$ cat src/rtl/pin_rack_fsm.sv
// Bowling pin rack controller: evaluates a roll against the standing pins,
// holds the result for a number of timebase ticks and tracks frame progress.
module pin_rack_fsm #(
    parameter int NUM_PINS   = 10,
    parameter int AIM_W      = 4,
    parameter int POW_W      = 3,
    parameter int AIM_TOL    = 2,
    parameter int POW_TOL    = 1,
    parameter int HOLD_TICKS = 2,
    parameter logic [NUM_PINS*AIM_W-1:0] PIN_POS = 40'h9876543210
) (
    input  logic                CLOCK_50,
    input  logic                reset,
    input  logic                tick,
    input  logic                throw,
    input  logic                new_rack,
    input  logic [AIM_W-1:0]    aim,
    input  logic [POW_W-1:0]    power,
    input  logic [POW_W-1:0]    target,
    output logic [NUM_PINS-1:0] pins_down,
    output logic [4:0]          knocked,
    output logic                hit,
    output logic                miss,
    output logic                show,
    output logic                roll2,
    output logic                rack_clear,
    output logic                busy
);

    typedef enum logic [1:0] {IDLE, EVAL, HOLD, DONE} state_t;

    localparam logic [AIM_W-1:0] AIM_TOL_L = AIM_W'(AIM_TOL);
    localparam logic [POW_W-1:0] POW_TOL_L = POW_W'(POW_TOL);
    localparam logic [3:0]       TICK_LAST = 4'(HOLD_TICKS - 1);

    state_t              state, state_nxt;
    logic [AIM_W-1:0]    aim_p0;
    logic [POW_W-1:0]    power_p0, target_p0;
    logic                ld_p0;
    logic [NUM_PINS-1:0] hitmask, pins_nxt;
    logic [4:0]          knocked_nxt;
    logic                hit_nxt, miss_nxt, show_nxt, roll2_nxt, clear_nxt;
    logic [3:0]          tick_cnt, tick_nxt;
    logic                pow_ok;

    // Distances are taken as larger minus smaller so they never wrap.
    function automatic logic [AIM_W-1:0] aim_dist(input logic [AIM_W-1:0] a,
                                                  input logic [AIM_W-1:0] b);
        return (a >= b) ? a - b : b - a;
    endfunction

    function automatic logic [POW_W-1:0] pow_dist(input logic [POW_W-1:0] a,
                                                  input logic [POW_W-1:0] b);
        return (a >= b) ? a - b : b - a;
    endfunction

    function automatic logic [4:0] pop_count(input logic [NUM_PINS-1:0] m);
        logic [4:0] c;
        c = '0;
        for (int i = 0; i < NUM_PINS; i++) c = c + {4'b0, m[i]};
        return c;
    endfunction

    // Stage p0: roll operands captured when a throw is accepted
    always_ff @(posedge CLOCK_50) begin
        if (ld_p0) begin
            aim_p0    <= aim;
            power_p0  <= power;
            target_p0 <= target;
        end
    end

    always_comb begin
        pow_ok = (pow_dist(power_p0, target_p0) <= POW_TOL_L);
        for (int i = 0; i < NUM_PINS; i++)
            hitmask[i] = ~pins_down[i] & pow_ok &
                         (aim_dist(aim_p0, PIN_POS[i*AIM_W +: AIM_W]) <= AIM_TOL_L);
    end

    always_ff @(posedge CLOCK_50) begin
        if (!reset) state <= IDLE;
        else        state <= state_nxt;
    end

    always_comb begin
        state_nxt   = state;
        pins_nxt    = pins_down;
        knocked_nxt = knocked;
        hit_nxt     = hit;
        miss_nxt    = miss;
        show_nxt    = show;
        roll2_nxt   = roll2;
        clear_nxt   = rack_clear;
        tick_nxt    = tick_cnt;
        ld_p0       = 1'b0;
        case (state)
            IDLE, DONE: begin
                if (new_rack) begin
                    state_nxt   = IDLE;
                    pins_nxt    = '0;
                    knocked_nxt = '0;
                    hit_nxt     = 1'b0;
                    miss_nxt    = 1'b0;
                    show_nxt    = 1'b0;
                    roll2_nxt   = 1'b0;
                    clear_nxt   = 1'b0;
                    tick_nxt    = '0;
                end else if (throw) begin
                    state_nxt   = EVAL;
                    ld_p0       = 1'b1;
                    knocked_nxt = '0;
                    hit_nxt     = 1'b0;
                    miss_nxt    = 1'b0;
                    show_nxt    = 1'b0;
                    // A finished frame is re-stood before the new roll is judged.
                    if (rack_clear) begin
                        pins_nxt  = '0;
                        roll2_nxt = 1'b0;
                        clear_nxt = 1'b0;
                    end
                end
            end
            EVAL: begin
                state_nxt   = HOLD;
                pins_nxt    = pins_down | hitmask;
                knocked_nxt = pop_count(hitmask);
                hit_nxt     = |hitmask;
                miss_nxt    = ~|hitmask;
                tick_nxt    = '0;
            end
            HOLD: begin
                if (tick) begin
                    if (tick_cnt == TICK_LAST) begin
                        state_nxt = DONE;
                        show_nxt  = 1'b1;
                        tick_nxt  = '0;
                        if (roll2 || (&pins_down)) clear_nxt = 1'b1;
                        else                       roll2_nxt = 1'b1;
                    end else begin
                        tick_nxt = tick_cnt + 4'd1;
                    end
                end
            end
            default: state_nxt = IDLE;
        endcase
    end

    always_ff @(posedge CLOCK_50) begin
        if (!reset) begin
            pins_down  <= '0;
            knocked    <= '0;
            hit        <= 1'b0;
            miss       <= 1'b0;
            show       <= 1'b0;
            roll2      <= 1'b0;
            rack_clear <= 1'b0;
            tick_cnt   <= '0;
        end else begin
            pins_down  <= pins_nxt;
            knocked    <= knocked_nxt;
            hit        <= hit_nxt;
            miss       <= miss_nxt;
            show       <= show_nxt;
            roll2      <= roll2_nxt;
            rack_clear <= clear_nxt;
            tick_cnt   <= tick_nxt;
        end
    end

    assign busy = (state == EVAL) || (state == HOLD);

endmodule

$ cat config.mk
export PLATFORM = sky130hd
export DESIGN_NAME = pin_rack_fsm
export DESIGN_NICKNAME = d
export VERILOG_FILES = /design/src/rtl/pin_rack_fsm.sv
export SDC_FILE = /design/constraint.sdc
export NUM_CORES = 1
export LEC_CHECK = 0
export BUFFER_PORTS_ARGS = -buffer_cell sky130_fd_sc_hd__buf_2
export CAP_MARGIN = 20
export CORE_AREA = 4 4 60 116
export CTS_BUF_LIST = sky130_fd_sc_hd__clkbuf_4 sky130_fd_sc_hd__clkbuf_8
export DETAILED_ROUTE_END_ITERATION = 10
export DIE_AREA = 0 0 64 120
export MAX_ROUTING_LAYER = met4
export REMOVE_ABC_BUFFERS = 1
export SETUP_SLACK_MARGIN = 0.2
export SLEW_MARGIN = 30
export SYNTH_ARGS = -nofsm -noshare
export SYNTH_HDL_FRONTEND = slang
export SYNTH_SLANG_ARGS = --single-unit
export TNS_END_PERCENT = 20
$ cat constraint.sdc
create_clock -name CLOCK_50 -period 8.6 [get_ports CLOCK_50]
set_input_delay 0.43 -clock CLOCK_50 [delete_from_list [all_inputs] [get_ports CLOCK_50]]
set_output_delay 0.43 -clock CLOCK_50 [all_outputs]
set_load 0.01 [all_outputs]
[Word-level counts from Yosys, hierarchy flattened]
Cells that the tools add are included.
Operators by class
  bitwise logic cells: 31
  equality and inequality tests: 11
  $add $sub $neg: 31
  order comparisons: 22
  reductions and logical operators: 16
  mux-type cells: 48
Operator list (count)
  4-bit 2-to-1 mux: 13
  4-bit by 2-bit less-or-equal comparator with 1-bit output, second input constant: 10
  10-bit 2-to-1 mux: 3
  5-bit by 1-bit adder with 5-bit output: 5
  1-bit bitwise AND: 20
  10-bit case mux with 2 select lines: 1
  4-bit by 3-bit greater-or-equal comparator with 1-bit output, second input constant: 4
  1-bit 2-to-1 mux: 16
  3-bit by 4-bit subtractor with 4-bit output, first input constant: 4
  4-bit by 3-bit subtractor with 4-bit output, second input constant: 4
  4-bit case mux with 3 select lines: 1
  5-bit 2-to-1 mux: 2
  2-bit != test, second input constant: 5
  1-bit NOT: 10
  10-bit OR: 1
  1-bit case mux with 2 select lines: 5
  5-bit case mux with 2 select lines: 1
  10-bit AND reduction: 1
  10-bit OR reduction: 1
  4-bit by 1-bit greater-or-equal comparator with 1-bit output, second input constant: 2
  4-bit by 2-bit greater-or-equal comparator with 1-bit output, second input constant: 2
  4-bit greater-or-equal comparator, second input constant: 2
  2-bit 2-to-1 mux: 4
  1-bit by 4-bit subtractor with 4-bit output, first input constant: 2
  29 further kinds: 40
Word-level totals
  bits of input ports: 15
  output and inout bits: 21
  register bits after elaboration: 36
  word-level logic and storage cells: 171

[Depth between registers and ports, before layout]
  depth in word-level cells: 15
  mapped depth: 19
  depth with buffers taken out: 19

[Least setup slack after synthesis]
OpenSTA, ideal clock, no wires.
  path type: flip-flop to flip-flop
  from: register power_p0[0]
  to: register knocked[2]
  arrival time: 4587 ps
  buffers on the path: 1
  clock period less this slack: 4701 ps
  setup slack: 3899 ps
  stages on the path, launching flop included: 19
  cells stage by stage: edfxtp_1 -> ha_1 -> fa_1 -> nand3b_1 -> a221o_1 -> nand3_1 -> clkbuf_1 -> nand3b_1 -> fa_1 -> fa_1 -> fa_1 -> inv_1 -> ha_1 -> inv_1 -> fa_1 -> xor2_1 -> nand2_1 -> o21ai_0 -> and2_1
Between the ends
  word-level cells in the longest chain between the ends: 15
  elaborated cells between the ends (all ways): 35
Ends and longest elaborated chain
  from (decl): RTL line 38  | logic [POW_W-1:0] power_p0, target_p0;
  from (signal assigned): RTL line 68  | power_p0 <= power;
  3-bit subtractor or 3-bit greater-or-equal comparator (tied branches): RTL line 54  | return (a >= b) ? a - b : b - a;
  3-bit 2-to-1 mux *: RTL line 54
  3-bit by 1-bit less-or-equal comparator with 1-bit output *: RTL line 74  | pow_ok = (pow_dist(power_p0, target_p0) <= POW_TOL_L);
  1-bit bitwise AND (2 in a row): RTL line 76  | hitmask[i] = ~pins_down[i] & pow_ok &
  1-bit by 1-bit adder with 2-bit output: RTL line 60  | for (int i = 0; i < NUM_PINS; i++) c = c + {4'b0, m[i]};
  2-bit by 1-bit adder with 3-bit output: RTL line 60
  3-bit by 1-bit adder with 4-bit output: RTL line 60
  4-bit by 1-bit adder with 5-bit output: RTL line 60
  5-bit by 1-bit adder with 5-bit output (4 in a row): RTL line 60
  5-bit by 1-bit adder with 5-bit output *: RTL line 60
  5-bit case mux with 2 select lines *: RTL line 96  | case (state)
  to (signal assigned): RTL line 160  | knocked <= knocked_nxt;
  to (decl): RTL line 21  | output logic [4:0] knocked,
Mark *: on every way between the ends. The rest lies on a longest branch, timed or not.
A chain may end at the register's enable or synchronous reset.

[Final worst setup path]
  from: register aim_p0[2]
  to: register knocked[2]
Between the ends
  word-level cells in the longest chain between the ends: 14
  elaborated cells between the ends (all ways): 69
Ends and longest elaborated chain
  from (decl): RTL line 37  | logic [AIM_W-1:0] aim_p0;
  from (signal assigned): RTL line 67  | aim_p0 <= aim;
  1-bit by 4-bit subtractor with 4-bit output (tied with other cells): RTL line 49  | return (a >= b) ? a - b : b - a;
  4-bit 2-to-1 mux: RTL line 49
  4-bit by 2-bit less-or-equal comparator with 1-bit output: RTL line 77  | (aim_dist(aim_p0, PIN_POS[i*AIM_W +: AIM_W]) <= AIM_TOL_L);
  1-bit bitwise AND: RTL line 76
  1-bit by 1-bit adder with 2-bit output: RTL line 60
  2-bit by 1-bit adder with 3-bit output: RTL line 60
  3-bit by 1-bit adder with 4-bit output: RTL line 60
  4-bit by 1-bit adder with 5-bit output: RTL line 60
  5-bit by 1-bit adder with 5-bit output (4 in a row): RTL line 60
  5-bit by 1-bit adder with 5-bit output *: RTL line 60
  5-bit case mux with 2 select lines *: RTL line 96
Marks and branches as above.

==> impl_metrics.ini <==
[pwr]
peakVddDrop_mv = 0.1954
p_leak_nw = 1.295
power_per_cell_area_mw_per_mm2 = 231.8

[clock_network]
cts_resized = 0
cts_tree = done
clk_pin_slew_ns = 0.07
cts_hold_buf = 0
clock_sinks = 35
cts_root_buffer = clkbuf_8
insertion_delay_ns = 0.30
post-cts-setup-buffers = 0
htreeDepth = 2
clk_path_buf_depth = 2
numCtsBuffers = 5

[grt]
grt_usage_pct = 19.37
grt_antenna_before_repair = 0
grt_max_degree = 20
overflow = 0
grt_pass1_wl_um = 11050
grt_pass1_vias = 2302

[synth]
ys_seq_area_share_pct = 30.39
synth_flop_cell = dfxtp_1
async_flop_share_pct = 0
synth_edf_count = 10
synthCells = 283
ys_ff_latch = 35
synth_area_mm2 = 0.002635
yosys_warnings = 0
synth.avg_cell_area_um2 = 9.311
synth_cell_types = 58

[die]
num_io_pins = 36
rows = 40
initial_core_util_pct = 43.51
fp.dieH_um = 120
die_w_um = 64
core_mm2 = 0.006056
die_area_mm2 = 0.007680

[setup_path]
rrSetupSlack_ns = 3.55
endpoint_kind = flip-flop
cp-startpoint = aim_p0[2]
r2r_start = aim_p0[2]
crit_required_ns = 8.79
rr_worst_depth = 17
criticalPathCategory = flip-flop to flip-flop
crit_arrival_ns = 5.24
cp_max_fo = 13
startpoint_type = flip-flop

[hold_path]
hold_path_class = input port to flip-flop
hold_depth = 1
min-delay-start = aim[3]

[detailed_routing]
routed_via_density = 5.576
first_iter_violations = 191
vias = 2236
drt_drc_violations_left = 0
firstDrtPassIters = 4
wirelength_um = 6796
drtAntennaViolNets = 0
wl_per_cell_um = 16.95

[final_layout]
antenna_cells = 0
drive_gt1_share_pct = 14.83
final_cell_mix = 34 x buf_2, 27 x ha_1, 25 x dfxtp_1, 20 x nor2_1, 19 x inv_1
final_common_cell = buf_2
nets = 366
area_growth_pct = 12.25
nFillCells = 624

[job]
drv_cap = 0

[timing]
holdWs_ns = 0.3090
period_needed_ns = 5.049
setup_tns_ns = 0
fmax_ghz = 0.1981
maxSlewViolCount = 0
worst_pin_slew_ns = 0.9030
skew_ns = 0.009563
timing.final.crit_share_pct = 58.71
rsz0062_at_grt = no
max_slew_margin_pct = 39.24
setup_viol = 0
hold_violations = 0

[place]
gp_congestion = 0.9579
io_buffers = 34
dpl.hpwl_um = 5531

[run_status]
status = complete, no violations
==> layer usage <==
layer / vias to the layer above / track usage [%] / part of all wire (%)
li1: 1083 / - / -
met4: 0 / 16.51 / 7.7
met2: 60 / 33.96 / 55
met1: 1055 / 17.72 / 34
met5: - / - / 0
met3: 38 / 2.903 / 2.8
==> cell families after synthesis <==
group	count (synthesis)	share of synthesized area (%)
XOR/XNOR	10	3.324
AO/OA/AOI/OAI	72	20.47
buffers and inverters	28	4.226
multiplexers	5	1.947
adder cells (fa/ha/maj)	35	18.90
flip-flops	35	30.39
other	1	0.1423
AND/OR/NAND/NOR	97	20.61
==> cell usage after synthesis (2+ instances only) <==
cell type / instances / area share [%]
ha_1: 27 / 13
dfxtp_1: 25 / 19
nor2_1: 20 / 2.8
inv_1: 19 / 2.7
nand2_1: 17 / 2.4
o21ai_0: 14 / 2.7
edfxtp_1: 10 / 11
a21oi_1: 9 / 1.7
a22o_1: 9 / 3.0
nand3b_1: 9 / 2.6
fa_1: 8 / 6.1
nor2b_1: 8 / 1.9
nor3_1: 8 / 1.5
a21o_1: 7 / 2.0
nand2b_1: 7 / 1.7
clkbuf_1: 5 / 0.71
o21a_1: 5 / 1.4
xnor2_1: 5 / 1.7
xor2_1: 5 / 1.7
a21boi_0: 4 / 1.1
and2_1: 4 / 0.95
mux2i_1: 4 / 1.5
nand3_1: 4 / 0.76
nor4_1: 4 / 0.95
a22oi_1: 3 / 0.85
nand4_1: 3 / 0.71
o211a_1: 3 / 1.1
a221o_1: 2 / 0.76
and3_1: 2 / 0.47
and4b_1: 2 / 0.76
buf_2: 2 / 0.38
nand4b_1: 2 / 0.66
o22ai_1: 2 / 0.47
==> critical path, cell delays in order (launching register included) <==
cell	delay (ns)
edfxtp_1	0.69
inv_1	0.28
ha_1	0.45
nand3b_1	0.10
a2111oi_0	0.54
a21o_1	0.16
nand2_1	0.08
fa_1	0.59
fa_1	0.45
fa_1	0.47
inv_1	0.08
ha_1	0.16
inv_1	0.05
fa_1	0.37
xor2_1	0.17
nand2_1	0.06
o21ai_0	0.07
and2_1	0.18
==> metrics by stage <==
stage | area [um^2] | power [W] | setup WS [ns] | instances | util (%)
floorplan | 2599 | 0.0004726 | 4.016 | 275 | -
global route | 2958 | 0.0007455 | 3.300 | 401 | 48.84
CTS | 2958 | 0.0006970 | 3.555 | 401 | 48.84
global placement | 2874 | 0.0005721 | 3.594 | 393 | 47.46
detailed placement | 2874 | 0.0005735 | 3.558 | 393 | 47.46
finish | 2958 | 0.0006857 | 3.551 | 401 | 48.84
==> flip-flops by register name (all words and copies together) (netlist names) <==
| register | flops |
|---|---|
| aim_p0 | 4 |
| hit | 1 |
| knocked | 4 |
| miss | 1 |
| pins_down | 10 |
| power_p0 | 3 |
| rack_clear | 1 |
| roll2 | 1 |
| show | 1 |
| state | 2 |
| target_p0 | 3 |
| tick_cnt | 4 |
==> power by group <==
group | leakage, nW | internal (W) | switching, W
Combinational | 0.957 | 0.000136 | 0.000215
Sequential | 0.295 | 0.000193 | 0.0000229
Clock | 0.0437 | 0.0000584 | 0.0000603
Total | 1.30 | 0.000388 | 0.000298
==> worst paths after layout <==
path | end
max | knocked[2]
min | aim_p0[3]
max reg2reg | knocked[2]
min reg2reg | tick_cnt[1]
==> area by class of cell <==
class	count	area (um^2)	area share [%]
Tap cell	84	105.1	3.553
Clock buffer	6	76.32	2.580
Sequential cell	35	800.8	27.07
Timing Repair Buffer	34	170.2	5.753
Multi-Input combinational cell	220	1723	58.25
Clock inverter	2	7.507	0.2538
Inverter	20	75.07	2.538
Power figures use the tool's default switching activity.
